`src/rtl/alu_pipe.sv`:
```
// alu_pipe: 18-bit (parametrised) ALU with valid/ready handshakes on both sides,
// true signed overflow, XOR, and an iterative restoring unsigned divider.
// Only one operation is ever in flight. Results and flags live in output
// registers that load only when out_valid is (re)asserted.
module alu_pipe #(
   parameter int WIDTH      = 18,
   parameter bit SIGNED_CMP = 1'b0
) (
   input  logic             clk,
   input  logic             rst_n,
   input  logic             in_valid,
   output logic             in_ready,
   input  logic [WIDTH-1:0] datA,
   input  logic [WIDTH-1:0] datB,
   input  logic [3:0]       ctrl,
   output logic             out_valid,
   input  logic             out_ready,
   output logic [WIDTH-1:0] result,
   output logic             ovf,
   output logic             AgtB,
   output logic             N,
   output logic             Z,
   output logic             dz
);

   localparam int CNT_W = $clog2(WIDTH);

   localparam logic [2:0] OP_ADD = 3'd0;
   localparam logic [2:0] OP_SUB = 3'd1;
   localparam logic [2:0] OP_MUL = 3'd2;
   localparam logic [2:0] OP_DIV = 3'd3;
   localparam logic [2:0] OP_MOD = 3'd4;
   localparam logic [2:0] OP_OR  = 3'd5;
   localparam logic [2:0] OP_AND = 3'd6;
   localparam logic [2:0] OP_XOR = 3'd7;

   typedef enum logic [1:0] {
      ST_IDLE = 2'd0,
      ST_DIV  = 2'd1,
      ST_DONE = 2'd2
   } state_t;

   // Single-cycle operations, returned as {ovf, result}. For DIV/MOD this only
   // covers the zero-divisor case; real divides go through the iterative unit.
   function automatic logic [WIDTH:0] f_basic(input logic [2:0]       op,
                                              input logic [WIDTH-1:0] a,
                                              input logic [WIDTH-1:0] b);
      logic [WIDTH-1:0]   v_sum;
      logic [2*WIDTH-1:0] v_prod;
      logic [WIDTH:0]     v_out;
      v_sum  = {WIDTH{1'b0}};
      v_prod = {(2*WIDTH){1'b0}};
      v_out  = {(WIDTH+1){1'b0}};
      case (op)
         OP_ADD: begin
            v_sum = a + b;
            v_out = {(a[WIDTH-1] == b[WIDTH-1]) && (v_sum[WIDTH-1] != a[WIDTH-1]), v_sum};
         end
         OP_SUB: begin
            v_sum = a - b;
            v_out = {(a[WIDTH-1] != b[WIDTH-1]) && (v_sum[WIDTH-1] != a[WIDTH-1]), v_sum};
         end
         OP_MUL: begin
            v_prod = {{WIDTH{1'b0}}, a} * {{WIDTH{1'b0}}, b};
            v_out  = {|v_prod[2*WIDTH-1:WIDTH], v_prod[WIDTH-1:0]};
         end
         OP_DIV:  v_out = {1'b1, {WIDTH{1'b1}}};
         OP_MOD:  v_out = {1'b1, a};
         OP_OR:   v_out = {1'b0, a | b};
         OP_AND:  v_out = {1'b0, a & b};
         OP_XOR:  v_out = {1'b0, a ^ b};
         default: v_out = {(WIDTH+1){1'b0}};
      endcase
      return v_out;
   endfunction

   // Optional final left shift; ovf also flags a shifted-out bit that differs
   // from the new MSB (i.e. the shift changed the sign).
   function automatic logic [WIDTH:0] f_shift(input logic [WIDTH:0] v_in,
                                              input logic           sh);
      logic [WIDTH:0] v_out;
      if (sh) begin
         v_out = {v_in[WIDTH] | (v_in[WIDTH-1] ^ v_in[WIDTH-2]),
                  v_in[WIDTH-2:0], 1'b0};
      end else begin
         v_out = v_in;
      end
      return v_out;
   endfunction

   // Operand compare, signedness chosen at elaboration.
   function automatic logic f_agtb(input logic [WIDTH-1:0] a,
                                  input logic [WIDTH-1:0] b);
      logic v_gt;
      if (SIGNED_CMP) begin
         v_gt = $signed(a) > $signed(b);
      end else begin
         v_gt = a > b;
      end
      return v_gt;
   endfunction

   state_t             r_state;
   state_t             w_state_nxt;
   logic               r_valid;
   logic               w_valid_nxt;
   logic [CNT_W-1:0]   r_cnt;
   logic [CNT_W-1:0]   w_cnt_nxt;
   logic [WIDTH-1:0]   r_rem;
   logic [WIDTH-1:0]   w_rem_nxt;
   logic [WIDTH-1:0]   r_quo;
   logic [WIDTH-1:0]   w_quo_nxt;
   logic [WIDTH-1:0]   r_b;
   logic [WIDTH-1:0]   w_b_nxt;
   logic               r_div_mod;
   logic               w_mod_nxt;
   logic               r_div_sh;
   logic               w_sh_nxt;
   logic               r_div_agtb;
   logic               w_dagtb_nxt;
   logic [WIDTH-1:0]   r_result;
   logic [WIDTH-1:0]   w_res_nxt;
   logic               r_ovf;
   logic               w_ovf_nxt;
   logic               r_agtb;
   logic               w_agtb_nxt;
   logic               r_n;
   logic               w_n_nxt;
   logic               r_z;
   logic               w_z_nxt;
   logic               r_dz;
   logic               w_dz_nxt;

   logic               w_in_ready;
   logic               w_accept;
   logic               w_is_div;
   logic               w_b_zero;
   logic [WIDTH:0]     w_direct;
   logic [WIDTH:0]     w_rem_sh;
   logic [WIDTH:0]     w_trial;
   logic               w_fits;
   logic [WIDTH-1:0]   w_rem_step;
   logic [WIDTH-1:0]   w_quo_step;
   logic [WIDTH:0]     w_div_raw;
   logic [WIDTH:0]     w_div_fin;

   // A new op may enter when idle, or in the same cycle the held result leaves.
   assign w_in_ready = (r_state == ST_IDLE) || ((r_state == ST_DONE) && out_ready);
   assign w_accept   = in_valid && w_in_ready;
   assign w_is_div   = (ctrl[2:0] == OP_DIV) || (ctrl[2:0] == OP_MOD);
   assign w_b_zero   = (datB == {WIDTH{1'b0}});
   assign w_direct   = f_shift(f_basic(ctrl[2:0], datA, datB), ctrl[3]);

   // One restoring step: shift the next dividend bit into the partial
   // remainder and subtract the divisor if it fits.
   assign w_rem_sh   = {r_rem, r_quo[WIDTH-1]};
   assign w_trial    = w_rem_sh - {1'b0, r_b};
   assign w_fits     = ~w_trial[WIDTH];
   assign w_rem_step = w_fits ? w_trial[WIDTH-1:0] : w_rem_sh[WIDTH-1:0];
   assign w_quo_step = {r_quo[WIDTH-2:0], w_fits};
   assign w_div_raw  = r_div_mod ? {1'b0, w_rem_step} : {1'b0, w_quo_step};
   assign w_div_fin  = f_shift(w_div_raw, r_div_sh);

   // Next-state and next-register values for the sequencer and datapath.
   always_comb begin
      w_state_nxt = r_state;
      w_valid_nxt = r_valid;
      w_cnt_nxt   = r_cnt;
      w_rem_nxt   = r_rem;
      w_quo_nxt   = r_quo;
      w_b_nxt     = r_b;
      w_mod_nxt   = r_div_mod;
      w_sh_nxt    = r_div_sh;
      w_dagtb_nxt = r_div_agtb;
      w_res_nxt   = r_result;
      w_ovf_nxt   = r_ovf;
      w_agtb_nxt  = r_agtb;
      w_n_nxt     = r_n;
      w_z_nxt     = r_z;
      w_dz_nxt    = r_dz;
      case (r_state)
         ST_IDLE, ST_DONE: begin
            if (w_accept) begin
               if (w_is_div && !w_b_zero) begin
                  w_state_nxt = ST_DIV;
                  w_valid_nxt = 1'b0;
                  w_cnt_nxt   = CNT_W'(WIDTH-1);
                  w_rem_nxt   = {WIDTH{1'b0}};
                  w_quo_nxt   = datA;
                  w_b_nxt     = datB;
                  w_mod_nxt   = (ctrl[2:0] == OP_MOD);
                  w_sh_nxt    = ctrl[3];
                  w_dagtb_nxt = f_agtb(datA, datB);
               end else begin
                  w_state_nxt = ST_DONE;
                  w_valid_nxt = 1'b1;
                  w_res_nxt   = w_direct[WIDTH-1:0];
                  w_ovf_nxt   = w_direct[WIDTH];
                  w_n_nxt     = w_direct[WIDTH-1];
                  w_z_nxt     = (w_direct[WIDTH-1:0] == {WIDTH{1'b0}});
                  w_agtb_nxt  = f_agtb(datA, datB);
                  w_dz_nxt    = w_is_div && w_b_zero;
               end
            end else if ((r_state == ST_DONE) && out_ready) begin
               w_state_nxt = ST_IDLE;
               w_valid_nxt = 1'b0;
            end else begin
               w_state_nxt = r_state;
            end
         end
         ST_DIV: begin
            w_rem_nxt = w_rem_step;
            w_quo_nxt = w_quo_step;
            if (r_cnt == {CNT_W{1'b0}}) begin
               w_state_nxt = ST_DONE;
               w_valid_nxt = 1'b1;
               w_res_nxt   = w_div_fin[WIDTH-1:0];
               w_ovf_nxt   = w_div_fin[WIDTH];
               w_n_nxt     = w_div_fin[WIDTH-1];
               w_z_nxt     = (w_div_fin[WIDTH-1:0] == {WIDTH{1'b0}});
               w_agtb_nxt  = r_div_agtb;
               w_dz_nxt    = 1'b0;
            end else begin
               w_cnt_nxt = r_cnt - CNT_W'(1);
            end
         end
         default: begin
            w_state_nxt = ST_IDLE;
            w_valid_nxt = 1'b0;
         end
      endcase
   end

   // Sequencer state register; reset abandons any divide in progress.
   always_ff @(posedge clk or negedge rst_n) begin
      if (!rst_n) begin
         r_state <= ST_IDLE;
      end else begin
         r_state <= w_state_nxt;
      end
   end

   // Divider working registers and the held result/flag registers.
   always_ff @(posedge clk or negedge rst_n) begin
      if (!rst_n) begin
         r_valid    <= 1'b0;
         r_cnt      <= {CNT_W{1'b0}};
         r_rem      <= {WIDTH{1'b0}};
         r_quo      <= {WIDTH{1'b0}};
         r_b        <= {WIDTH{1'b0}};
         r_div_mod  <= 1'b0;
         r_div_sh   <= 1'b0;
         r_div_agtb <= 1'b0;
         r_result   <= {WIDTH{1'b0}};
         r_ovf      <= 1'b0;
         r_agtb     <= 1'b0;
         r_n        <= 1'b0;
         r_z        <= 1'b1;
         r_dz       <= 1'b0;
      end else begin
         r_valid    <= w_valid_nxt;
         r_cnt      <= w_cnt_nxt;
         r_rem      <= w_rem_nxt;
         r_quo      <= w_quo_nxt;
         r_b        <= w_b_nxt;
         r_div_mod  <= w_mod_nxt;
         r_div_sh   <= w_sh_nxt;
         r_div_agtb <= w_dagtb_nxt;
         r_result   <= w_res_nxt;
         r_ovf      <= w_ovf_nxt;
         r_agtb     <= w_agtb_nxt;
         r_n        <= w_n_nxt;
         r_z        <= w_z_nxt;
         r_dz       <= w_dz_nxt;
      end
   end

   assign in_ready  = w_in_ready;
   assign out_valid = r_valid;
   assign result    = r_result;
   assign ovf       = r_ovf;
   assign AgtB      = r_agtb;
   assign N         = r_n;
   assign Z         = r_z;
   assign dz        = r_dz;

endmodule

```
`config.mk`:
```
export PLATFORM = sky130hd
export DESIGN_NAME = alu_pipe
export DESIGN_NICKNAME = d
export VERILOG_FILES = /design/src/rtl/alu_pipe.sv
export SDC_FILE = /design/constraint.sdc
export NUM_CORES = 1
export LEC_CHECK = 0
export BUFFER_PORTS_ARGS = -buffer_cell sky130_fd_sc_hd__buf_2
export CAP_MARGIN = 10
export CORE_MARGIN = 1
export CORE_UTILIZATION = 45
export CTS_CLUSTER_SIZE = 30
export DETAILED_ROUTE_END_ITERATION = 16
export GPL_TIMING_DRIVEN = 0
export PLACE_DENSITY = 0.59
export SYNTH_ARGS = -nofsm -noshare
export SYNTH_HDL_FRONTEND = slang
export SYNTH_SLANG_ARGS = --single-unit
```
`constraint.sdc`:
```
create_clock -name clk -period 5.4 [get_ports clk]
set_input_delay 0.27 -clock clk [delete_from_list [all_inputs] [get_ports clk]]
set_output_delay 0.27 -clock clk [all_outputs]
set_load 0.02 [all_outputs]
```
* Word-level counts from Yosys, hierarchy flattened
Index checks and enable logic that the tools add are counted.
Cells by class: $add $sub $neg 4, $mul 1, div/mod/pow operators 0, $lt $le $gt $ge 1, eq/ne operators 19, shift-type cells 0, muxes and demuxes 49, bitwise gates (word level) 8, reductions and logical operators 23
Operators by type and width (count):
- 18-bit two-way mux | 9
- 19-bit one-hot mux with 8 select lines | 1
- 18-bit one-hot mux with 2 select lines | 3
- 18-bit zero test | 3
- 19-bit two-way mux | 2
- 18-bit by 18-bit multiplier with 36-bit output | 1
- 1-bit two-way mux | 19
- 19-bit by 18-bit subtractor with 19-bit output | 1
- 18-bit adder | 1
- 18-bit AND | 1
- 18-bit greater-than comparator | 1
- 18-bit OR | 1
- 18-bit OR reduction | 1
- 18-bit subtractor | 1
- 18-bit bitwise XOR | 1
- 5-bit two-way mux | 3
- 3-bit equality test (second input constant) | 4
- 1-bit one-hot mux with 2 select lines | 6
- 2-bit != test (second input constant) | 5
- 5-bit one-hot mux with 2 select lines | 1
- 2-bit two-way mux | 4
- 4-bit AND reduction | 2
- 3-bit by 2-bit equality test with 1-bit output (second input constant) | 2
- 1-bit logical AND | 6
- 21 further kinds | 26
Storage, ports and cells: register bits 88, bits in latches 0, memory bits (writable) 0, memory bits (read-only) 0, output and inout port bits 25, memories 0

* Depth between registers and ports, before layout
depth in word-level cells 11, gate-level depth with buffers 28

* Least setup slack after synthesis
Ideal clock, no wire load.
path type input to register, start point input port datB[3], end point register r_ovf, in the netlist ovf, data arrival time 6.590 ns, setup slack -1.328 ns, stages on the path 24, buffers on the path 3, cell sequence clkbuf_1 > inv_1 > clkbuf_1 > nor2_1 > fa_1 > inv_1 > fa_1 > fa_1 > fa_1 > fa_1 > fa_1 > inv_1 > ha_1 > clkbuf_1 > a21oi_1 > o21ai_0 > o311ai_0 > a21oi_1 > xor2_1 > or4_1 > nor4_1 > a41oi_1 > nor4_1 > a311oi_1
Between the ends: word-level cells in the longest chain between the ends 9
RTL lines:
- start, declared | line 14 | input logic [WIDTH-1:0] datB,
- branches (longest 9 deep; another with 18-bit by 18-bit multiplier with 36-bit output)
- end signal, assigned | line 270 | r_ovf <= w_ovf_nxt;
- end, declared | line 123 | logic r_ovf;
Parallel ways; which one is timed is not known. The select of a mux whose other input is x is not followed. A chain may end at the register's enable or synchronous reset.

* Final worst setup path
start point input port datB[6], end point register r_ovf, in the netlist ovf
Same word-level chain as after synthesis.

==> PnR_summary.wiki <==
{| class="wikitable"
! Metric !! Value
|-
| Clock transition at path regs || about 0.080 ns
|-
| Starting Density || between 40% and 50%
|-
| Critical Path Fanout Max || 7
|-
| DRC violation total after the first TritonRoute iteration || 1768
|-
| Async SR Flop Fraction || 100%
|-
| Number of failing setup endpoints in the final timing report || 8
|-
| Grt ovf || 0
|-
| Area overhead of the layout relative to synthesis || 22.2%
|-
| Post-Syn Area || roughly 19000 µm²
|-
| Critical path class || in2reg
|-
| Part of the Yosys area used for sequential elements || around 11%
|-
| Kind of cell adding the most delay to the critical path || adder cells
|-
| Setup crit start kind || input pin
|-
| I/O pin total || approximately 70
|-
| Count of flip-flops with a built-in enable after synthesis || 0
|-
| Clock buffer count from CTS || 9
|-
| Slowest stage delay, CP || about 0.53 ns
|-
| CTS tree || yes
|-
| Setup slack of the most critical reg-to-reg path || around 0.20 ns
|-
| Transition time at the pin with the least slew margin || between 1 and 1.5 ns
|-
| Root buffer cell || clkbuf_16
|-
| Number of synthesized register bits || 86
|-
| Required time reported for the critical path endpoint || ~5.6 ns
|-
| Cell types with the largest area share after synthesis || fa_1, ha_1, dfrtp_1, inv_1, nor2_1
|-
| Vias || 18591
|-
| First-pass GRT wire length || ~120 mm
|-
| Share of final-layout standard cells stronger than drive strength 1 || between 10% and 20%
|-
| Slew headroom || between 20% and 30%
|-
| Most common cell on crit path || fa_1
|-
| Area share of the leading cell type in the synthesized netlist || between 20% and 30%
|-
| Largest buffer count on any clock path || 2
|-
| Final-layout fill cell count || ~4000
|-
| Yosys warns || 0
|-
| Antenna Nets Post-Route || 0
|-
| Buffers plus inverters on the worst setup path || 8
|-
| Clock period minus worst slack || 6.61 ns
|-
| Number of max-capacitance violations reported || 0
|-
| Result of the run || complete, but fails checks
|-
| Violated checks || setup timing
|-
| Dpl hpwl || between 60 and 70 mm
|-
| Cell taking the most area after synthesis || fa_1
|-
| Die Ht || 207 µm
|-
| Highest-delay cell along the critical path || fa_1
|-
| Class of the tightest hold or removal check || in2reg
|-
| Post-detailed-route DRC marker count || 0
|-
| Number of detailed-routing iterations run before antenna repair || 6
|-
| Number of cells produced by synthesis || around 2400
|-
| Aggregate routed wire length || 76.0 mm
|-
| Number of antenna violations at the first check in global routing || 3
|-
| Multi-input logic area || around 16000 µm²
|-
| Number of port buffers || 67
|-
| RSZ-0062 raised after global routing || yes
|-
| Highest achievable clock rate || between 0.15 and 0.2 GHz
|-
| Register area || 2150 µm²
|-
| Data arrival at the endpoint of the critical path || 6.83 ns
|-
| Ratio of final minimum period to clock period || 122%
|-
| Number of nets in the synthesized netlist || about 2900
|-
| Primary FF master, synth || dfrtp_1
|-
| Crit path capture type || flop
|-
| All-Layer GR Usage || 35.7%
|-
| Maximum level of the CTS H-tree || 3
|-
| Count of final hold-check violations || 0
|-
| Core box area || slightly above 40000 µm²
|-
| Worst-case setup slack after placement || -2.62 ns
|-
| Cell with the most instances after synthesis || inv_1
|-
| Detail-routed via count per cell || slightly below 6
|-
| Area enclosed by the die boundary || ~43000 µm²
|-
| Setup ws final || -1.21 ns
|-
| Row count || 74
|-
| Pin count of the biggest net entering global routing || 71
|-
| Die Width || 207 µm
|-
| Number of global-route vias before repair || ~19000
|-
| Clock tree sinks || 86
|-
| Layout net count || roughly 3000
|-
| Clock skew || approximately 0.015 ns
|-
| Clock Latency Late Sink || between 0.3 and 0.4 ns
|-
| Average cell area after synthesis || 7.88 µm²
|-
| Final count of pins violating max slew || 0
|-
| GP Congestion || between 1 and 1.5
|-
| Most used standard cells in the synthesized netlist || inv_1, nor2_1, nand2_1
|-
| Count of unique library cells instantiated by Yosys || 78
|-
| Avg WL per Cell || 24.3 µm
|}
==> cells by family (layout without fill, tap and decap cells) <==
logic type / Yosys count / in the layout / synth area share, %
xor+xnor: 39 / 39 / 1.81
buf+inv: 502 / 694 / 10.0
flops: 86 / 86 / 11.4
mux: 43 / 43 / 2.51
compound gates: 517 / 517 / 17.2
fa+ha+maj: 443 / 443 / 39.6
other cells: 0 / 2 / 0
simple gates: 771 / 771 / 17.5
==> flip-flops by register name (all words and copies together), names as in the netlist <==
register    flops
AgtB            1
r_div_sh        1
Z               1
result         18
dz              1
r_div_mod       1
ovf             1
r_b            18
r_rem          18
r_cnt           5
r_div_agtb      1
r_quo          18
r_state         2
==> final timing paths <==
path | cells past startpoint | startpoint | to
worst max-delay path | 27 | datB[6] | ovf$_DFFE_PN0P_
worst min-delay path | 3 | out_ready | r_state[1]$_DFFE_PN0P_
worst max register to register | 15 | r_quo[17]$_DFFE_PN0P_ | Z$_DFFE_PN1P_
worst min register to register | 2 | dz$_DFFE_PN0P_ | dz$_DFFE_PN0P_
max in group asynchronous | 3 | rst_n | Z$_DFFE_PN1P_
min in group asynchronous | 2 | rst_n | r_b[4]$_DFFE_PN0P_
==> worst reg2reg max path, delay by kind of cell, from the launching register on <==
| family | cells | cell delay (ns) |
|---|---|---|
| AOI/OAI and AO/OA | 6 | 1.46 |
| DFF | 1 | 0.40 |
| buffers and inverters | 2 | 0.18 |
| adders and majority gates | 2 | 0.62 |
| muxes | 2 | 1.09 |
| and+or+nand+nor | 3 | 1.37 |
==> placed cells by master, fill, tap and decap left out, drive strengths merged, types with 29 or more instances in the layout <==
| cell | instances |
|---|---|
| fa | 259 |
| a21oi | 136 |
| buf | 198 |
| nor2 | 312 |
| ha | 184 |
| dfrtp | 85 |
| nor3 | 30 |
| o22ai | 29 |
| nand3 | 37 |
| o21ai | 146 |
| inv | 358 |
| clkbuf | 119 |
| nand2 | 280 |
| mux2i | 34 |
==> repair_timing <==
item	in CTS	in global routing
buffers inserted	97	17
endpoints found under the setup margin	13	13
hold buffers	1	0
pin swaps	90	73
gates resized for setup	308	78
hold endpoints to repair	16	0
==> routing by layer <==
metal	part of all wire [%]	GRT usage, %	vias up
met5	0.032	0	-
met4	5.2	15.4	4
met3	8.0	6.50	199
met2	47	58.8	810
met1	40	46.2	9306
li1	-	-	8272
==> cell type report <==
type,count,area share [%]
Antenna cell,2,0.0216
Buffer,129,5.62
Clock buffer,10,1.03
Clock inverter,5,0.287
Inverter,371,6.60
Multi-Input combinational cell,1813,68.3
Sequential cell,86,9.31
Tap cell,532,2.88
Timing Repair Buffer,179,5.98
==> stage by stage <==
step / hold slack, ns / setup TNS [ns] / instance area, µm² / util (%) / std cells
2_1_floorplan: -0.0256 / -2.63 / 19200 / - / 2401
3_3_place_gp: 0.465 / -19.52 / 20200 / 49.2 / 3000
3_5_place_dp: 0.158 / -20.14 / 20300 / 49.3 / 3002
4_1_cts: 0.195 / -5.80 / 22700 / 55.3 / 3112
5_1_grt: 0.232 / -6.63 / 23100 / 56.2 / 3126
6_report: 0.196 / -5.21 / 23100 / 56.2 / 3127
Power is left out: the tool's default activity adds up to more than one toggle a clock period on the data nets, which glitch-free logic cannot reach.
